File: src/rtl/coralnpu_cosim_retire_seq.sv
// Buffers retired instructions and feeds them one at a time to the cosim step driver.
// Optional retire back-pressure output is enabled by defining COSIM_RETIRE_STALL_EN.
module coralnpu_cosim_retire_seq #(
  parameter int NUM_RETIRE = 2,
  parameter int DEPTH      = 16
) (
  input  logic                       clock,
  input  logic                       reset,
  input  logic [NUM_RETIRE-1:0]      retire_valid,
  input  logic [32*NUM_RETIRE-1:0]   retire_pc,
  input  logic [32*NUM_RETIRE-1:0]   retire_insn,
  output logic                       step_valid,
  input  logic                       step_ready,
  output logic [31:0]                step_pc,
  output logic [31:0]                step_insn,
  input  logic                       result_valid,
  input  logic                       result_ok,
  input  logic                       sim_halted,
  output logic [2:0]                 state,
  output logic [$clog2(DEPTH+1)-1:0] occupancy,
  output logic [31:0]                step_count,
  output logic [1:0]                 error_code
`ifdef COSIM_RETIRE_STALL_EN
  ,
  output logic                       retire_stall
`endif
);

  localparam int PTR_W = (DEPTH > 1) ? $clog2(DEPTH) : 1;
  localparam int OCC_W = $clog2(DEPTH+1);
  localparam int CNT_W = OCC_W + 1;

  typedef enum logic [2:0] {
    S_IDLE   = 3'd0,
    S_ISSUE  = 3'd1,
    S_WAIT   = 3'd2,
    S_HALTED = 3'd3,
    S_ERROR  = 3'd4
  } state_t;

  state_t             cur;
  state_t             nxt;
  logic [31:0]        mem_pc   [DEPTH];
  logic [31:0]        mem_insn [DEPTH];
  logic [PTR_W-1:0]   wr_ptr;
  logic [PTR_W-1:0]   rd_ptr;
  logic [PTR_W-1:0]   lane_off;
  logic [PTR_W-1:0]   lane_slot [NUM_RETIRE];
  logic [OCC_W-1:0]   occ_q;
  logic [CNT_W-1:0]   num_valid;
  logic [CNT_W-1:0]   free_slots;
  logic [CNT_W-1:0]   occ_next;
  logic [31:0]        cnt_q;
  logic [1:0]         err_q;
  logic [1:0]         err_nxt;
  logic               accept;
  logic               deq;
  logic               overflow;
  logic               enq_ok;
  logic               cnt_inc;

  // Handshake: a step transfers on a rising edge where step_valid && step_ready;
  // step_valid, step_pc and step_insn hold steady until that edge.
  assign step_valid = (cur == S_ISSUE);
  assign step_pc    = step_valid ? mem_pc[rd_ptr]   : 32'd0;
  assign step_insn  = step_valid ? mem_insn[rd_ptr] : 32'd0;
  assign state      = cur;
  assign occupancy  = occ_q;
  assign step_count = cnt_q;
  assign error_code = err_q;

  // Compact valid lanes into consecutive slots starting at the write pointer.
  always_comb begin
    num_valid = '0;
    lane_off  = '0;
    for (int i = 0; i < NUM_RETIRE; i++) begin
      lane_slot[i] = wr_ptr + lane_off;
      if (retire_valid[i]) begin
        lane_off  = lane_off + PTR_W'(1);
        num_valid = num_valid + CNT_W'(1);
      end
    end
  end

  always_comb begin
    accept     = (cur != S_HALTED) && (cur != S_ERROR);
    deq        = (cur == S_ISSUE) && step_ready;
    free_slots = CNT_W'(DEPTH) - CNT_W'(occ_q) + CNT_W'(deq);
    overflow   = accept && (num_valid > free_slots);
    enq_ok     = accept && !overflow;
    occ_next   = CNT_W'(occ_q) + (enq_ok ? num_valid : CNT_W'(0)) - CNT_W'(deq);
  end

  always_comb begin
    nxt     = cur;
    err_nxt = err_q;
    cnt_inc = 1'b0;
    case (cur)
      S_IDLE: begin
        if (result_valid) begin
          nxt     = S_ERROR;
          err_nxt = 2'd3;
        end else if (sim_halted) begin
          nxt = S_HALTED;
        end else if (occ_q != '0) begin
          nxt = S_ISSUE;
        end
      end
      S_ISSUE: begin
        if (result_valid) begin
          nxt     = S_ERROR;
          err_nxt = 2'd3;
        end else if (step_ready) begin
          nxt = S_WAIT;
        end
      end
      S_WAIT: begin
        if (result_valid) begin
          if (!result_ok) begin
            nxt     = S_ERROR;
            err_nxt = 2'd1;
          end else begin
            cnt_inc = 1'b1;
            if (sim_halted)          nxt = S_HALTED;
            else if (occ_next != '0) nxt = S_ISSUE;
            else                     nxt = S_IDLE;
          end
        end
      end
      S_HALTED: nxt = S_HALTED;
      S_ERROR:  nxt = S_ERROR;
      default:  nxt = S_IDLE;
    endcase
    // Overflow wins over everything except an error already raised this cycle.
    if (overflow && (nxt != S_ERROR)) begin
      nxt     = S_ERROR;
      err_nxt = 2'd2;
    end
  end

  always_ff @(posedge clock) begin
    if (reset) begin
      cur    <= S_IDLE;
      wr_ptr <= '0;
      rd_ptr <= '0;
      occ_q  <= '0;
      cnt_q  <= '0;
      err_q  <= '0;
`ifdef COSIM_RETIRE_STALL_EN
      retire_stall <= 1'b0;
`endif
    end else begin
      cur    <= nxt;
      err_q  <= err_nxt;
      wr_ptr <= wr_ptr + (enq_ok ? PTR_W'(num_valid) : PTR_W'(0));
      rd_ptr <= rd_ptr + PTR_W'(deq);
      occ_q  <= occ_next[OCC_W-1:0];
      if (cnt_inc) cnt_q <= cnt_q + 32'd1;
`ifdef COSIM_RETIRE_STALL_EN
      retire_stall <= (CNT_W'(DEPTH) - occ_next) < CNT_W'(2*NUM_RETIRE);
`endif
    end
  end

  // Queue storage is not reset; occupancy alone defines which entries are live.
  always_ff @(posedge clock) begin
    for (int i = 0; i < NUM_RETIRE; i++) begin
      if (enq_ok && retire_valid[i]) begin
        mem_pc[lane_slot[i]]   <= retire_pc[32*i +: 32];
        mem_insn[lane_slot[i]] <= retire_insn[32*i +: 32];
      end
    end
  end

endmodule

File: config.mk
export PLATFORM = sky130hd
export DESIGN_NAME = coralnpu_cosim_retire_seq
export DESIGN_NICKNAME = d
export VERILOG_FILES = /design/src/rtl/coralnpu_cosim_retire_seq.sv
export SDC_FILE = /design/constraint.sdc
export NUM_CORES = 1
export LEC_CHECK = 0
export CAP_MARGIN = 10
export CORE_UTILIZATION = 31
export CTS_CLUSTER_SIZE = 25
export DETAILED_ROUTE_END_ITERATION = 12
export GPL_TIMING_DRIVEN = 0
export PLACE_DENSITY = 0.54
export SLEW_MARGIN = 20
export SYNTH_ARGS = -nofsm -noshare
export SYNTH_HDL_FRONTEND = slang
export SYNTH_SLANG_ARGS = --single-unit
export TNS_END_PERCENT = 50
File: constraint.sdc
create_clock -name clock -period 11.3 [get_ports clock]
set_input_delay 1.695 -clock clock [delete_from_list [all_inputs] [get_ports clock]]
set_output_delay 1.695 -clock clock [all_outputs]
set_load 0.02 [all_outputs]
==> results of run 1 <==
==> placed cells by master, fill, tap and decap left out, types with 24 or more instances in the layout <==
cell,count
clkinv_1,32
mux2_2,446
and2_1,69
buf_4,92
edfxtp_1,1024
buf_16,69
clkbuf_1,200
mux4_2,320
inv_1,32
nor2_1,37
nand3_1,27
buf_2,57
dfxtp_1,50
clkbuf_16,122
clkdlybuf4s50_1,242
mux2_1,579
xnor2_1,24
==> critical path, stage by stage (launching register included) <==
cell             delay [ns]
dfxtp_1                0.43
clkbuf_1               0.30
clkbuf_1               0.75
clkbuf_1               0.88
mux4_2                 0.44
mux4_2                 0.46
and2_1                 0.29
clkdlybuf4s50_1        0.60
==> sequential cells by signal, indices dropped and copies added, names as in the netlist <==
name and count:
error_code 2, wr_ptr 4, occupancy 5, step_count 32, state 3, mem_insn 512, rd_ptr 4, mem_pc 512
==> kinds of logic after synthesis <==
family | synth area share [%]
mux | 34.4
buf+inv | 3.24
flops | 58.2
compound gates | 0.674
simple gates | 2.43
fa+ha+maj | 0.555
xor+xnor | 0.514
==> routing by layer <==
layer / share of wire, % / wire [um]
met2: 50 / 87800
met5: 0.037 / 64
met3: 4.9 / 8490
met4: 4.0 / 7020
met1: 41 / 70900
==> worst max path at each step <==
stage,end,from,slack (ns)
floorplan,mem_insn[14][0],step_ready,2.92
global placement,mem_pc[0][7],state[0],-6.99
detailed placement,state[0],step_ready,4.37
CTS,step_insn[22],rd_ptr[1],4.58
global route,state[0],state[0],4.45
finish,step_insn[1],rd_ptr[1],4.70
==> cell type report <==
class	instances	share of cell area, %
Buffer	331	2.52
Tap cell	2325	4.41
Antenna cell	14	0.0531
Multi-Input combinational cell	1696	32.2
Clock inverter	65	0.723
Inverter	32	0.182
Sequential cell	1074	48.2
Clock buffer	148	4.79
Timing Repair Buffer	326	6.95
==> power breakdown <==
| group | leakage, uW | internal (uW) | switching, uW |
|---|---|---|---|
| Combinational | 0.00950 | 1370 | 1580 |
| Clock | 0.00178 | 2100 | 1640 |
| Sequential | 0.00968 | 4930 | 114 |
| Total | 0.0210 | 8400 | 3340 |
==> metrics by stage <==
step / total power, uW / hold WS (ns) / setup TNS, ns
final: 11700 / 0.449 / 0
after global routing: 12200 / 0.461 / 0
after CTS: 11900 / 0.451 / 0
after detailed placement: 8120 / 0.441 / 0
after global placement: 7980 / 0.442 / -6693.64
after floorplan: 6810 / 0.522 / 0
==> synthesized netlist by cell type, types with 4 or more instances <==
library cell     n  area (um2)
a21oi_1         17        85.1
and2_1          69         432
and3_1           4        25.0
and4_1           4        35.0
buf_1            8        30.0
buf_2           52         260
buf_4           91         683
clkbuf_1       180         676
dfxtp_1         50        1000
edfxtp_1      1024       30700
ha_1            21         263
inv_1           32         120
mux2_1         579        6520
mux2_2         446        5020
mux4_2         320        7210
nand2_1         22        82.6
nand2b_1         8        50.1
nand3_1         27         135
nand4_1         11        68.8
nor2_1          37         139
nor2b_1         12        75.1
nor3_1          15        75.1
o21ai_0         22         110
or3_1            4        25.0
xnor2_1         24         210
xor2_1           8        70.1
==> metrics, run 1 <==
status complete, no violations; CTS Buffer Depth 3; Mean Syn Cell Area 17.4 um2; Slew @ Worst Pin 1.21 ns; CTS root buf clkbuf_16; Synth Instances 3,133; total CTS buffers 118; crit share post-route 58.4%; number of iterations in the first detailed-routing pass 7; Multi-input gate area 21,200 um2; Final ANT Viol Nets 0; HP Class flip-flop to flip-flop; H-Tree Depth 3; dpl cells 5,784; Peak Freq 152 MHz; worst-path fanout max 10; Clk pin slew, worst setup/hold paths 0.06 ns; Setup crit end kind output pin; core area 174,000 um2; Initial DRC Count 2,615; met2 usage 33.6%; Most used DFF post-synth edfxtp_1; grt total ovfl 0; Setup Buffers After CTS 0; TritonCTS clock tree built; pin count of the biggest net entering global routing 19; # DRC 0; hold buffer count at cts 0; register area 31,800 um2; hold path depth 2; Post-DP HPWL 120,000 um; final setup fails 0; Routed WL 174,000 um; fin. max-slew vios 0; CP startpoint kind flip-flop; peak supply drop 128 uV; Cell Area, Synth 54,600 um2; post-cts sizing count 0; Syn Nets 3,292; Worst Setup Slack, final 4.70 ns; hold-critical path endpoint error_code[0]; ratio of cells with drive above 1 in the final layout 32.3%; first-pass GRT wire length 248,000 um; Worst EP required 9.61 ns; port bufs 242; Global Route Usage Sum 19.5%; normalized max-slew margin 19.6%; Layout Utilization 37.8%; GR Util met3 2.84%; Arr. time, crit path 4.90 ns; max cap viols 0; r2r endpoint state[0]; GR Layer Usage met1 24.3%; Post-synth EDFFs 1,024; sequential fraction of the synthesis area 58.2%; WS Path Type flip-flop to output pin; die area 178,000 um2; Hold Path Origin error_code[0]; Hold Fails Final Rpt 0; Die Width 422 um; count of non-filler cells in the finished layout 6,011; Min Clock Period, post-route 6.60 ns; die height 422 um; R2R depth 22; Via-to-Cell Ratio 5.17; # IOs 243; fin area 65,900 um2; initial core utilization 31.3%; Synth cell types 56; Synth Warn # 0; ys async rst share 0%; Vias 31,100; static leakage 0.0210 uW; pwr dens 178 nW/um2; WL/cell 29.0 um; Area Growth Syn to Fin 20.8%; Fill cells 16,100; GP Congestion 0.767; clk_skew 0.0571 ns; Clock Latency Late Sink 0.76 ns; # rows 153; vias in the first global route 32,800; RSZ-0062 raised after global routing false; FF+latch count, synth 1,074; pre-CTS worst setup slack 4.37 ns; r2r setup slk 4.75 ns; reg2reg start state[0]; placed cell area 62,300 um2; clock sink count 1,074; gr busiest metal met2; Layout Nets 3,738; initial antenna violation count 32
Power figures use the tool's default switching activity.
==> run 2: changes to the inputs <==
==> constraint.sdc (replaced) <==
create_clock -name clock -period 6.7 [get_ports clock]
set_input_delay 1.005 -clock clock [delete_from_list [all_inputs] [get_ports clock]]
set_output_delay 1.005 -clock clock [all_outputs]
set_load 0.02 [all_outputs]
==> metrics, run 2 (synthesis gave the netlist of run 1 again) <==
Arr. time, crit path 6.87 ns (+1.97 ns); max cap viols 0 (unchanged); count of non-filler cells in the finished layout 6,011 (unchanged); switch share 28.4% (about the same); final setup fails 0 (unchanged); core area 174,000 um2 (unchanged); clk_skew 0.0587 ns (+0.00154 ns); most common cell after layout, fill and taps aside edfxtp_1; static leakage 0.0210 uW (about the same); crit share post-route 93.7%; placed cell area 62,300 um2 (unchanged); first-pass GRT wire length 248,000 um (unchanged); register share of total power 42.9% (about the same); # DRC 0 (unchanged); die height 422 um (unchanged); CTS Buffer Depth 3 (unchanged); total CTS buffers 118 (unchanged); CP delay by family, top adder cells; Slew @ Worst Pin 1.16 ns (-0.0446 ns); initial core utilization 31.3% (unchanged); grt total ovfl 0 (unchanged); Hold Fails Final Rpt 0 (unchanged); slowest CP cell clkbuf_2; CTS root buf clkbuf_16; combinational power share 25.2% (about the same); hold buffer count at cts 0 (unchanged); reg2reg start state[0]; pwr dens 300 nW/um2 (+69%); Global Route Usage Sum 19.5% (unchanged); Clock Latency Late Sink 0.76 ns (about the same); fin area 65,900 um2 (about the same); number of cells on the critical path 22 (+15); # rows 153 (unchanged); CP dominant cell by count ha_1; Internal 14,200 uW (+69%); die area 178,000 um2 (unchanged); peak supply drop 215 uV (+69%); hold_ws 0.451 ns (+0.00175 ns); ratio of cells with drive above 1 in the final layout 32.3% (about the same); Area Growth Syn to Fin 20.8% (about the same); Routed WL 174,000 um (about the same); clock sink count 1,074 (unchanged); Final ANT Viol Nets 0 (unchanged); dpl cells 5,784 (unchanged); fin. max-slew vios 0 (unchanged); NetSw 5630 uW (+68%); worst-path cell chain clkbuf_1, nor3b_2, buf_4, clkbuf_2, nand2_1, ha_1, inv_1, ha_1, inv_1, ha_1, nand2b_1, a221oi_2, a31oi_2, nand2_1, ha_1, inv_1, ha_1, fa_1, xor2_1, or4_1, o41ai_1, a21oi_1; port bufs 242 (unchanged); Die Width 422 um (unchanged); r2r setup slk 0.42 ns (-4.33 ns); Post-DP HPWL 120,000 um (unchanged); Worst Setup EP state[0]; worst-path fanout max 12 (+2); Worst setup startpoint state[0]; HP Class flip-flop to flip-flop; Setup crit end kind flip-flop; Critical Path Max Stage Delay 0.54 ns (-0.34 ns); R2R depth 22 (unchanged); Clk pwr share 31.9% (about the same); Worst EP required 7.29 ns (-2.32 ns); # IOs 243 (unchanged); pin count of the biggest net entering global routing 19 (unchanged); Buf+Inv Stages, Crit Path 6 (+2); r2r endpoint state[0]; Via-to-Cell Ratio 5.17 (about the same); WS Path Type flip-flop to flip-flop; Layout Nets 3,738 (unchanged); RSZ-0062 raised after global routing false; CP startpoint kind flip-flop; vias in the first global route 32,800 (unchanged); Setup TNS Final 0 ns (unchanged); status complete, no violations; GP Congestion 0.767 (unchanged); TritonCTS clock tree built; normalized max-slew margin 22.6% (+3.0 points); Initial DRC Count 2,659 (+1.7%); Min Clock Period, post-route 6.28 ns; Vias 31,100 (-0.032%); Clk pin slew, worst setup/hold paths 0.06 ns (about the same); most frequent cells in the layout 1,024 x edfxtp_1, 579 x mux2_1, 446 x mux2_2; Peak Freq 159 MHz; H-Tree Depth 3 (unchanged); WL/cell 29.0 um (about the same); initial antenna violation count 32 (unchanged); number of iterations in the first detailed-routing pass 5 (-2)
[run 2: tightest hold or removal path, cell delays in order (launching register included)]
cell     delay, ns
dfxtp_1       0.31
inv_1         0.05
a21oi_1       0.05
[run 2: layout make-up]
type	instances	area (um2)
clock inverter	65	477
tap	2325	2910
fill	16100	108000
timing repair buffer	326	4580
buffer	331	1660
sequential	1074	31800
multi-input combinational	1696	21200
inverter	32	120
clock buffer	148	3160
antenna	14	35.0
[run 2: routing by layer]
layer	track usage [%]	up-vias	routed length [um]
met5	0	-	64
met4	8.28	10	7070
met3	2.84	316	9250
met2	33.6	924	87600
met1	24.3	16400	70100
li1	-	13500	-
[run 2: worst min path at each step]
| stage | start | slack [ns] | end | cells after the start |
|---|---|---|---|---|
| finish | error_code[0] | 0.45 | error_code[0] | 2 |
| global route | error_code[0] | 0.46 | error_code[0] | 2 |
| CTS | error_code[0] | 0.45 | error_code[0] | 2 |
| detailed placement | error_code[0] | 0.44 | error_code[0] | 2 |
| global placement | error_code[0] | 0.44 | error_code[0] | 2 |
| floorplan | wr_ptr[3] | 0.52 | wr_ptr[3] | 2 |
[run 2: repair_timing]
action	in CTS	in global routing
resized for setup	0	1
setup buffers	0	0
setup endpoints to repair	0	1
[run 2: through the flow]
step                util, %  power, uW  setup WS, ns
floorplan                 -      11500         -1.38
global placement       34.3      12900        -11.59
detailed placement     35.7      13700        0.0664
CTS                    37.8      20000        0.0356
global route           37.8      20500         0.110
finish                 37.8      19800         0.423
[run 2: power groups by stage]
stage               clock network, uW  registers, uW  logic (uW)
finish                           6310           8500        4990
global placement                    0           8800        4060
detailed placement                  0           8650        5050
CTS                              6450           8510        5070
floorplan                           0           8760        2730
global route                     6670           8570        5280
